File: src/rtl/map_write_arbiter_if.sv
// Shared definitions for the map write arbiter: tile code encoding and the
// VGA timing stream bundle.
// Ports (vga_if.in): hcount, vcount, hsync, vsync, hblnk, vblnk, all inputs.
package snake_pkg;
  localparam logic [2:0] EMPTY  = 3'd0;
  localparam logic [2:0] WALL   = 3'd1;
  localparam logic [2:0] SNAKE1 = 3'd2;
  localparam logic [2:0] SNAKE2 = 3'd3;
  localparam logic [2:0] POINT  = 3'd4;
endpackage

interface vga_if;
  logic [10:0] hcount;
  logic [10:0] vcount;
  logic        hsync;
  logic        vsync;
  logic        hblnk;
  logic        vblnk;

  modport in  (input  hcount, vcount, hsync, vsync, hblnk, vblnk);
  modport out (output hcount, vcount, hsync, vsync, hblnk, vblnk);
endinterface

File: src/rtl/map_write_arbiter.sv
// Purpose: round-robin arbiter giving three requesters read-check-write access to the tile map.
// Latency: ack/map_we 2 cycles after the grant cycle; at most one write every 3 cycles.
// Backpressure: requesters hold req until ack; losers simply wait for a later IDLE slot.
// Ports: clk, rst (sync, active high); vga_in (vblnk only); req/req_row/req_col/req_tile
//   per requester (0 snake1, 1 snake2, 2 point gen); rd_tile from map storage;
//   map_we/map_row/map_col/map_wdata map write port; ack, collision, busy status.
// Build option: define MAP_ARB_VBLNK_GATE_EN to allow new grants only while vga_in.vblnk=1.
module map_write_arbiter #(
  parameter int ROW_B  = 5,
  parameter int COL_B  = 6,
  parameter int TILE_B = 3
) (
  input  logic                   clk,
  input  logic                   rst,
  vga_if.in                      vga_in,
  input  logic [2:0]             req,
  input  logic [2:0][ROW_B-1:0]  req_row,
  input  logic [2:0][COL_B-1:0]  req_col,
  input  logic [2:0][TILE_B-1:0] req_tile,
  input  logic [TILE_B-1:0]      rd_tile,
  output logic                   map_we,
  output logic [ROW_B-1:0]       map_row,
  output logic [COL_B-1:0]       map_col,
  output logic [TILE_B-1:0]      map_wdata,
  output logic [2:0]             ack,
  output logic [2:0]             collision,
  output logic                   busy
);

  typedef enum logic [1:0] {S_IDLE, S_READ, S_WRITE} state_t;

  state_t            state_q, state_d;
  logic [1:0]        ptr_q, ptr_d;
  logic [1:0]        win_q, win_d;
  logic [ROW_B-1:0]  row_q, row_d;
  logic [COL_B-1:0]  col_q, col_d;
  logic [TILE_B-1:0] tile_q, tile_d;
  logic [TILE_B-1:0] rd_q, rd_d;

  logic       win_open;
  logic       grant_vld;
  logic [1:0] grant_idx;
  logic [1:0] cand1, cand2;
  logic       in_write;
  logic       rd_hit;
  logic [2:0] win_onehot;

  function automatic logic [1:0] inc3(input logic [1:0] x);
    return (x == 2'd2) ? 2'd0 : x + 2'd1;
  endfunction

`ifdef MAP_ARB_VBLNK_GATE_EN
  assign win_open = vga_in.vblnk;
`else
  assign win_open = 1'b1;
`endif

  // Search order starts at ptr and wraps modulo 3.
  assign cand1 = inc3(ptr_q);
  assign cand2 = inc3(cand1);

  always_comb begin
    grant_vld = 1'b1;
    grant_idx = ptr_q;
    if (req[ptr_q])      grant_idx = ptr_q;
    else if (req[cand1]) grant_idx = cand1;
    else if (req[cand2]) grant_idx = cand2;
    else                 grant_vld = 1'b0;
  end

  always_comb begin
    state_d = state_q;
    ptr_d   = ptr_q;
    win_d   = win_q;
    row_d   = row_q;
    col_d   = col_q;
    tile_d  = tile_q;
    rd_d    = rd_q;
    unique case (state_q)
      S_IDLE: begin
        if (win_open && grant_vld) begin
          win_d   = grant_idx;
          row_d   = req_row[grant_idx];
          col_d   = req_col[grant_idx];
          tile_d  = req_tile[grant_idx];
          state_d = S_READ;
        end
      end
      S_READ: begin
        // Address is already on map_row/map_col; capture what sits there now.
        rd_d    = rd_tile;
        state_d = S_WRITE;
      end
      S_WRITE: begin
        ptr_d   = inc3(win_q);
        state_d = S_IDLE;
      end
      default: state_d = S_IDLE;
    endcase
  end

  always_ff @(posedge clk) begin
    if (rst) begin
      state_q <= S_IDLE;
      ptr_q   <= 2'd0;
      win_q   <= 2'd0;
      row_q   <= '0;
      col_q   <= '0;
      tile_q  <= '0;
      rd_q    <= '0;
    end else begin
      state_q <= state_d;
      ptr_q   <= ptr_d;
      win_q   <= win_d;
      row_q   <= row_d;
      col_q   <= col_d;
      tile_q  <= tile_d;
      rd_q    <= rd_d;
    end
  end

  // Gating with rst kills a pending write in the very cycle reset is raised.
  assign in_write   = (state_q == S_WRITE) && !rst;
  assign win_onehot = 3'b001 << win_q;
  assign rd_hit     = (rd_q != TILE_B'(snake_pkg::EMPTY)) &&
                      (rd_q != TILE_B'(snake_pkg::POINT));

  assign map_we     = in_write;
  assign map_row    = row_q;
  assign map_col    = col_q;
  assign map_wdata  = tile_q;
  assign ack        = in_write ? win_onehot : 3'b000;
  // The point generator never reports a collision.
  assign collision  = (in_write && (win_q != 2'd2) && rd_hit) ? win_onehot : 3'b000;
  assign busy       = (state_q != S_IDLE) && !rst;

endmodule

File: src/flat_wrapper.sv
// flat-port wrapper written by rule: the top's interface ports become plain ports
module map_write_arbiter_flat 
#(
  parameter int ROW_B  = 5,
  parameter int COL_B  = 6,
  parameter int TILE_B = 3
)
  (clk, rst, req, req_row, req_col, req_tile, rd_tile, map_we, map_row, map_col, map_wdata, ack, collision, busy, vga_in_hcount, vga_in_vcount, vga_in_hsync, vga_in_vsync, vga_in_hblnk, vga_in_vblnk);
  vga_if vga_in_i ();
  input  logic clk;
  input  logic rst;
  input  logic [2:0] req;
  input  logic [2:0][ROW_B-1:0] req_row;
  input  logic [2:0][COL_B-1:0] req_col;
  input  logic [2:0][TILE_B-1:0] req_tile;
  input  logic [TILE_B-1:0] rd_tile;
  output logic map_we;
  output logic [ROW_B-1:0] map_row;
  output logic [COL_B-1:0] map_col;
  output logic [TILE_B-1:0] map_wdata;
  output logic [2:0] ack;
  output logic [2:0] collision;
  output logic busy;
  input wire logic [$bits(vga_in_i.hcount)-1:0] vga_in_hcount;
  input wire logic [$bits(vga_in_i.vcount)-1:0] vga_in_vcount;
  input wire logic [$bits(vga_in_i.hsync)-1:0] vga_in_hsync;
  input wire logic [$bits(vga_in_i.vsync)-1:0] vga_in_vsync;
  input wire logic [$bits(vga_in_i.hblnk)-1:0] vga_in_hblnk;
  input wire logic [$bits(vga_in_i.vblnk)-1:0] vga_in_vblnk;
  assign vga_in_i.hcount = vga_in_hcount;
  assign vga_in_i.vcount = vga_in_vcount;
  assign vga_in_i.hsync = vga_in_hsync;
  assign vga_in_i.vsync = vga_in_vsync;
  assign vga_in_i.hblnk = vga_in_hblnk;
  assign vga_in_i.vblnk = vga_in_vblnk;
  map_write_arbiter #(.ROW_B(ROW_B), .COL_B(COL_B), .TILE_B(TILE_B)) u_core (.clk(clk), .rst(rst), .vga_in(vga_in_i), .req(req), .req_row(req_row), .req_col(req_col), .req_tile(req_tile), .rd_tile(rd_tile), .map_we(map_we), .map_row(map_row), .map_col(map_col), .map_wdata(map_wdata), .ack(ack), .collision(collision), .busy(busy));
endmodule
File: config.mk
export PLATFORM = sky130hd
export DESIGN_NAME = map_write_arbiter_flat
export DESIGN_NICKNAME = d
export VERILOG_FILES = /design/src/rtl/map_write_arbiter_if.sv /design/src/rtl/map_write_arbiter.sv /design/src/flat_wrapper.sv
export SDC_FILE = /design/constraint.sdc
export NUM_CORES = 1
export LEC_CHECK = 0
export BUFFER_PORTS_ARGS = -buffer_cell sky130_fd_sc_hd__buf_2
export CAP_MARGIN = 10
export CORE_AREA = 4 4 44 84
export DETAILED_ROUTE_END_ITERATION = 8
export DIE_AREA = 0 0 48 88
export PLACE_DENSITY = 0.81
export SYNTH_ARGS = -nofsm -noshare
export SYNTH_HDL_FRONTEND = slang
export SYNTH_SLANG_ARGS = --single-unit
File: constraint.sdc
create_clock -name clk -period 3.9 [get_ports clk]
set_clock_uncertainty 0.15 [all_clocks]
set_input_delay 0.195 -clock clk [delete_from_list [all_inputs] [get_ports clk]]
set_output_delay 0.195 -clock clk [all_outputs]
set_load 0.02 [all_outputs]
### Word level (Yosys, flattened, before mapping)

Cells that the tools add are included.
W data, S select, Z words.

* flip-flop bits (word level): 23
* output and inout port bits: 22
* word-level logic and storage cells: 58
* input bits: 76

* $lt $le $gt $ge: 4
* add/subtract/negate cells: 3
* muxes and demuxes: 25
* eq/ne operators: 8
* shifts and indexed selects: 1
* reductions and logical operators: 10

Operators with widths (number)
* $mux W2: 7
* $bmux W6 S2: 1
* $lt A2 B3 Y1 const B: 4
* $bmux W5 S2: 1
* $mux W3: 3
* $eq A2 B2 Y1 const B: 4
* $add A2 B1 Y2 const B: 3
* $bmux W1 S2: 3
* $bmux W3 S2: 1
* $mux W1: 6
* $mux W6: 1
* $logic_and A1 B1 Y1: 5
* $mux W5: 1
* $pmux W2 S2: 1
* $ne A3 B3 Y1 const B: 1
* $reduce_bool A3 Y1: 1
* $shl A1 B2 Y3 const A: 1
* $eq A2 B1 Y1 const B: 1
* $logic_not A2 Y1: 1
* $ne A2 B1 Y1 const B: 1
* $ne A2 B2 Y1 const B: 1
* $reduce_and A2 Y1: 1
* $reduce_bool A2 Y1: 1
* $logic_not A1 Y1: 1

### Longest topological paths before layout

* word-level depth: 11
* depth in mapped cells: 7

### Worst setup path after synthesis

No wires, ideal clock.

* path type: input port to output port
* start: in rst
* end: out collision[1]
* cell stages on the path: 5
* arrival: 1.581 ns
* required time: 3.555 ns
* setup slack: 1.974 ns
* buffers on the path: 1
* cell sequence: clkbuf_1 > inv_2 > nand3_1 > nor3b_1 > o21a_1

* cells in the longest elaborated chain, start to end: 5

Ends and longest elaborated chain
* start, declared: RTL line flat_wrapper.sv:11 `input logic rst;`
* $logic_not A1 Y1: RTL line map_write_arbiter.sv:123 `assign in_write = (state_q == S_WRITE) && !rst;`
* $logic_and A1 B1 Y1: RTL line map_write_arbiter.sv:123
* $logic_and A1 B1 Y1 (2 in series): RTL line map_write_arbiter.sv:134 `assign collision = (in_write && (win_q != 2'd2) && rd_hit) ? win_onehot : 3'b000;`
* $mux W3: RTL line map_write_arbiter.sv:134
* end, declared: RTL line flat_wrapper.sv:22 `output logic [2:0] collision;`

No other way between the ends.

### Final worst setup path

* start: reg u_core.ptr_q[0]
* end: reg u_core.col_q[5] (netlist: u_core.map_col[5])

* cells in the longest elaborated chain, start to end: 11
* elaborated cells between the ends (all ways): 21

Ends and longest elaborated chain
* start, declared: RTL line map_write_arbiter.sv:33 `logic [1:0] ptr_q, ptr_d;`
* start signal, assigned: RTL line map_write_arbiter.sv:113 `ptr_q <= ptr_d;`
* $add A2 B1 Y2 / $eq A2 B2 Y1 (equally long branches): RTL line map_write_arbiter.sv:49 `return (x == 2'd2) ? 2'd0 : x + 2'd1;`
* $mux W2: RTL line map_write_arbiter.sv:49
* $add A2 B1 Y2 / $eq A2 B2 Y1 (equally long branches): RTL line map_write_arbiter.sv:49
* $mux W2: RTL line map_write_arbiter.sv:49
* $bmux W1 S2: RTL line map_write_arbiter.sv:67 `else if (req[cand2]) grant_idx = cand2;`
* $mux W1 (implied by the code): RTL line map_write_arbiter.sv:67
* $mux W2: RTL line map_write_arbiter.sv:67
* $mux W2: RTL line map_write_arbiter.sv:66 `else if (req[cand1]) grant_idx = cand1;`
* $mux W2: RTL line map_write_arbiter.sv:65 `if (req[ptr_q]) grant_idx = ptr_q;`
* $bmux W6 S2: RTL line map_write_arbiter.sv:84 `col_d = req_col[grant_idx];`
* $mux W6 (implied by the code): RTL line map_write_arbiter.sv:84
* end signal, assigned: RTL line map_write_arbiter.sv:116 `col_q <= col_d;`
* end, declared: RTL line map_write_arbiter.sv:36 `logic [COL_B-1:0] col_q, col_d;`

Several ways; a longest one is shown, not always the timed one. The select of a mux whose other input is x is not followed.
A chain may end at the register's enable or synchronous reset.

==> results.toml <==
[timing]
tightest_slew_ns = 0.888
finalSetupViolCount = 0
rsz0062_at_grt = "false"
max_slew_margin = 0.408
hold_viol_final = 0
period_minus_slack_ns = 2.15
final.setup.tns_ns = 0
slew_viol_final = 0
fmax_mhz = 466
fin_crit_sh = 0.550

[pwr]
p_leak_nw = 0.809
pwr_density_cell_nw_per_um2 = 392
p_seq_frac = 0.414
p_switching_mw = 0.179
power_frac_clock = 0.334
p_int_mw = 0.452
power_mw = 0.631
combPwrFrac = 0.252
power.share.switching = 0.284
ir_drop_mv = 0.257

[synth]
synthDistinctLibCells = 32
syn_area_sq_um = 1220
postSynthAreaPerCell_sq_um = 9.50
yosys_register_bits = 22
ys_seq_area_frac = 0.360
yosysWarnings = 0
synthCells = 129
synth-edff-count = 0
synth-async-reset-ratio = 0
ys.flop_type = "dfxtp_1"
synth_nets = 205

[routing]
routedWlPerCell_um = 14.0
vias_per_cell = 5.23
wl_mm = 3.15
firstDrtPassIters = 4
drc = 0
vias = 1177
postRouteAntennaNets = 0
drt-initial-drc-count = 14

[clock_tree]
clkTransAtPathRegs_ns = 0.08
cts.sinks = 22
hold_buffers = 0
numCtsBuffers = 3
cts_tree = "built"
cts_root_buffer = "clkbuf_8"
post_cts_buffers = 0
ctsResizeCount = 0
clock_latency_ns = 0.26
cts_max_level = 1
cts_buffer_depth = 2

[grt]
grt_pass1_vias = 1130
grt_max_degree = 17
grt_antenna_before_repair = 0
gr-usage-all-layers = 0.156
grt_overflow = 0
grt_pass1_wl_mm = 4.88

[worst_setup_path]
r2r_end = "u_core.map_col[5]"
worst_setup_path_start_kind = "flip-flop"
r2r_slack_ns = 1.75
path_class = "flip-flop to flip-flop"
cpPeakStageDelay_ns = 0.66
arrival_ns = 2.12
slowest_stage = "a21o_1"
endpoint_kind = "flip-flop"
path_cells = "and2b_1, o22ai_1, a21o_1, mux2i_1, o211ai_2"
reg2reg_from = "u_core.ptr_q[0]"
ff2ff_path_depth = 5
worst-path-max-fanout = 15
required_ns = 3.87

[finish]
area_delta_synth_final_pct = 31.4
nNetsFinal = 272
drive_above_1_share = 0.462
diodes = 0

[outcome]
status = "complete, no violations"

[die]
ios = 98
start_util = 0.407
die_area_sq_um = 4220
num_rows = 28
die_x_um = 48
die_h_um = 88
core_sq_um = 3010

[worst_hold_path]
hold_path_depth = 3
worstHoldPathType = "input pin to flip-flop"
min-delay-start = "rd_tile[1]"
worstHoldEndpoint = "u_core.rd_q[1]"

[placed_design]
io_buffer_count = 69
hpwl_mm = 2.50
gp_congestion = 0.705

[flow_run]
max_cap_viol_count = 0
## worst max path at each step
stage	startpoint	slack (ns)	end	cells after the start
floorplan	rst	1.97	collision[1]	5
finish	u_core.ptr_q[0]	1.75	u_core.map_col[5]	5
CTS	u_core.ptr_q[0]	1.70	u_core.map_col[5]	5
global placement	u_core.ptr_q[0]	1.73	u_core.map_row[2]	5
global route	u_core.ptr_q[1]	1.58	u_core.map_col[5]	5
detailed placement	u_core.ptr_q[0]	1.72	u_core.map_col[5]	5
## worst max-delay path: cells and delay by family, from the launching register on
| kind | cells | cell delay, ns |
|---|---|---|
| flip-flops | 1 | 0.44 |
| multiplexers | 1 | 0.33 |
| AO/OA/AOI/OAI | 3 | 0.87 |
| AND/OR/NAND/NOR | 1 | 0.22 |
## metrics by stage
step           setup slack [ns]  utilization  instances  instance area [sq um]  hold slack, ns
2_1_floorplan              1.97            -        129                   1220           0.189
3_3_place_gp               1.73        0.510        221                   1540           0.280
3_5_place_dp               1.72        0.510        221                   1540           0.291
4_1_cts                    1.70        0.534        225                   1610          0.0177
5_1_grt                    1.58        0.534        225                   1610          0.0252
6_report                   1.75        0.534        225                   1610          0.0188
## flip-flops by register name, summed over array words and instances (netlist names)
name and cells:
u_core.map_col 6, u_core.map_row 5, u_core.map_wdata 3, u_core.ptr_q 2, u_core.rd_q 2, u_core.state_q 2, u_core.win_q 2
## cell usage in the layout, fill, tap and decap left out, drive strengths merged, types with 3 or more instances in the layout
master   n
nor2    10
dfxtp   22
buf     70
inv      5
a21o     3
nand3   15
nand2   14
mux2i   18
o211ai  14
clkbuf   3
## metal layers
metal | part of all wire | global-route usage | up-vias
met3 | 0.055 | 0.0226 | 4
met1 | 0.37 | 0.170 | 546
met4 | 0.014 | 0.0368 | 0
li1 | - | - | 591
met5 | 0 | 0 | -
met2 | 0.56 | 0.293 | 36
## cell type report
cell class / instances / area, sq um
multi-input combinational: 94 / 688
clock buffer: 3 / 41.3
sequential: 22 / 440
inverter: 5 / 18.8
timing repair buffer: 70 / 353
tap: 30 / 37.5
fill: 284 / 1400
clock inverter: 1 / 30.0
## synthesized netlist by cell type (2+ instances only)
cell type	instances	share of area
nor3b_1	2	0.012
dfxtp_1	22	0.36
nand2b_1	2	0.010
nor2_1	9	0.028
o211ai_2	9	0.092
nand3_1	15	0.061
a21oi_1	2	0.0082
o211ai_1	5	0.031
buf_4	2	0.012
o21a_1	2	0.012
mux2i_1	18	0.15
buf_6	3	0.028
inv_1	3	0.0092
a21o_1	3	0.018
inv_2	2	0.0061
nand2_1	14	0.043
## kinds of logic after synthesis
family,synth area share
flops,0.360
buf+inv,0.0786
simple gates,0.184
other cells,0.00306
mux,0.147
compound gates,0.228
## power by group through the flow
stage	clock network, mW	registers, mW	logic [mW]
floorplan	0	0.287	0.0908
global placement	0	0.266	0.161
detailed placement	0	0.266	0.163
CTS	0.217	0.261	0.163
global route	0.227	0.264	0.175
finish	0.211	0.261	0.159
Power figures use the tool's default switching activity.
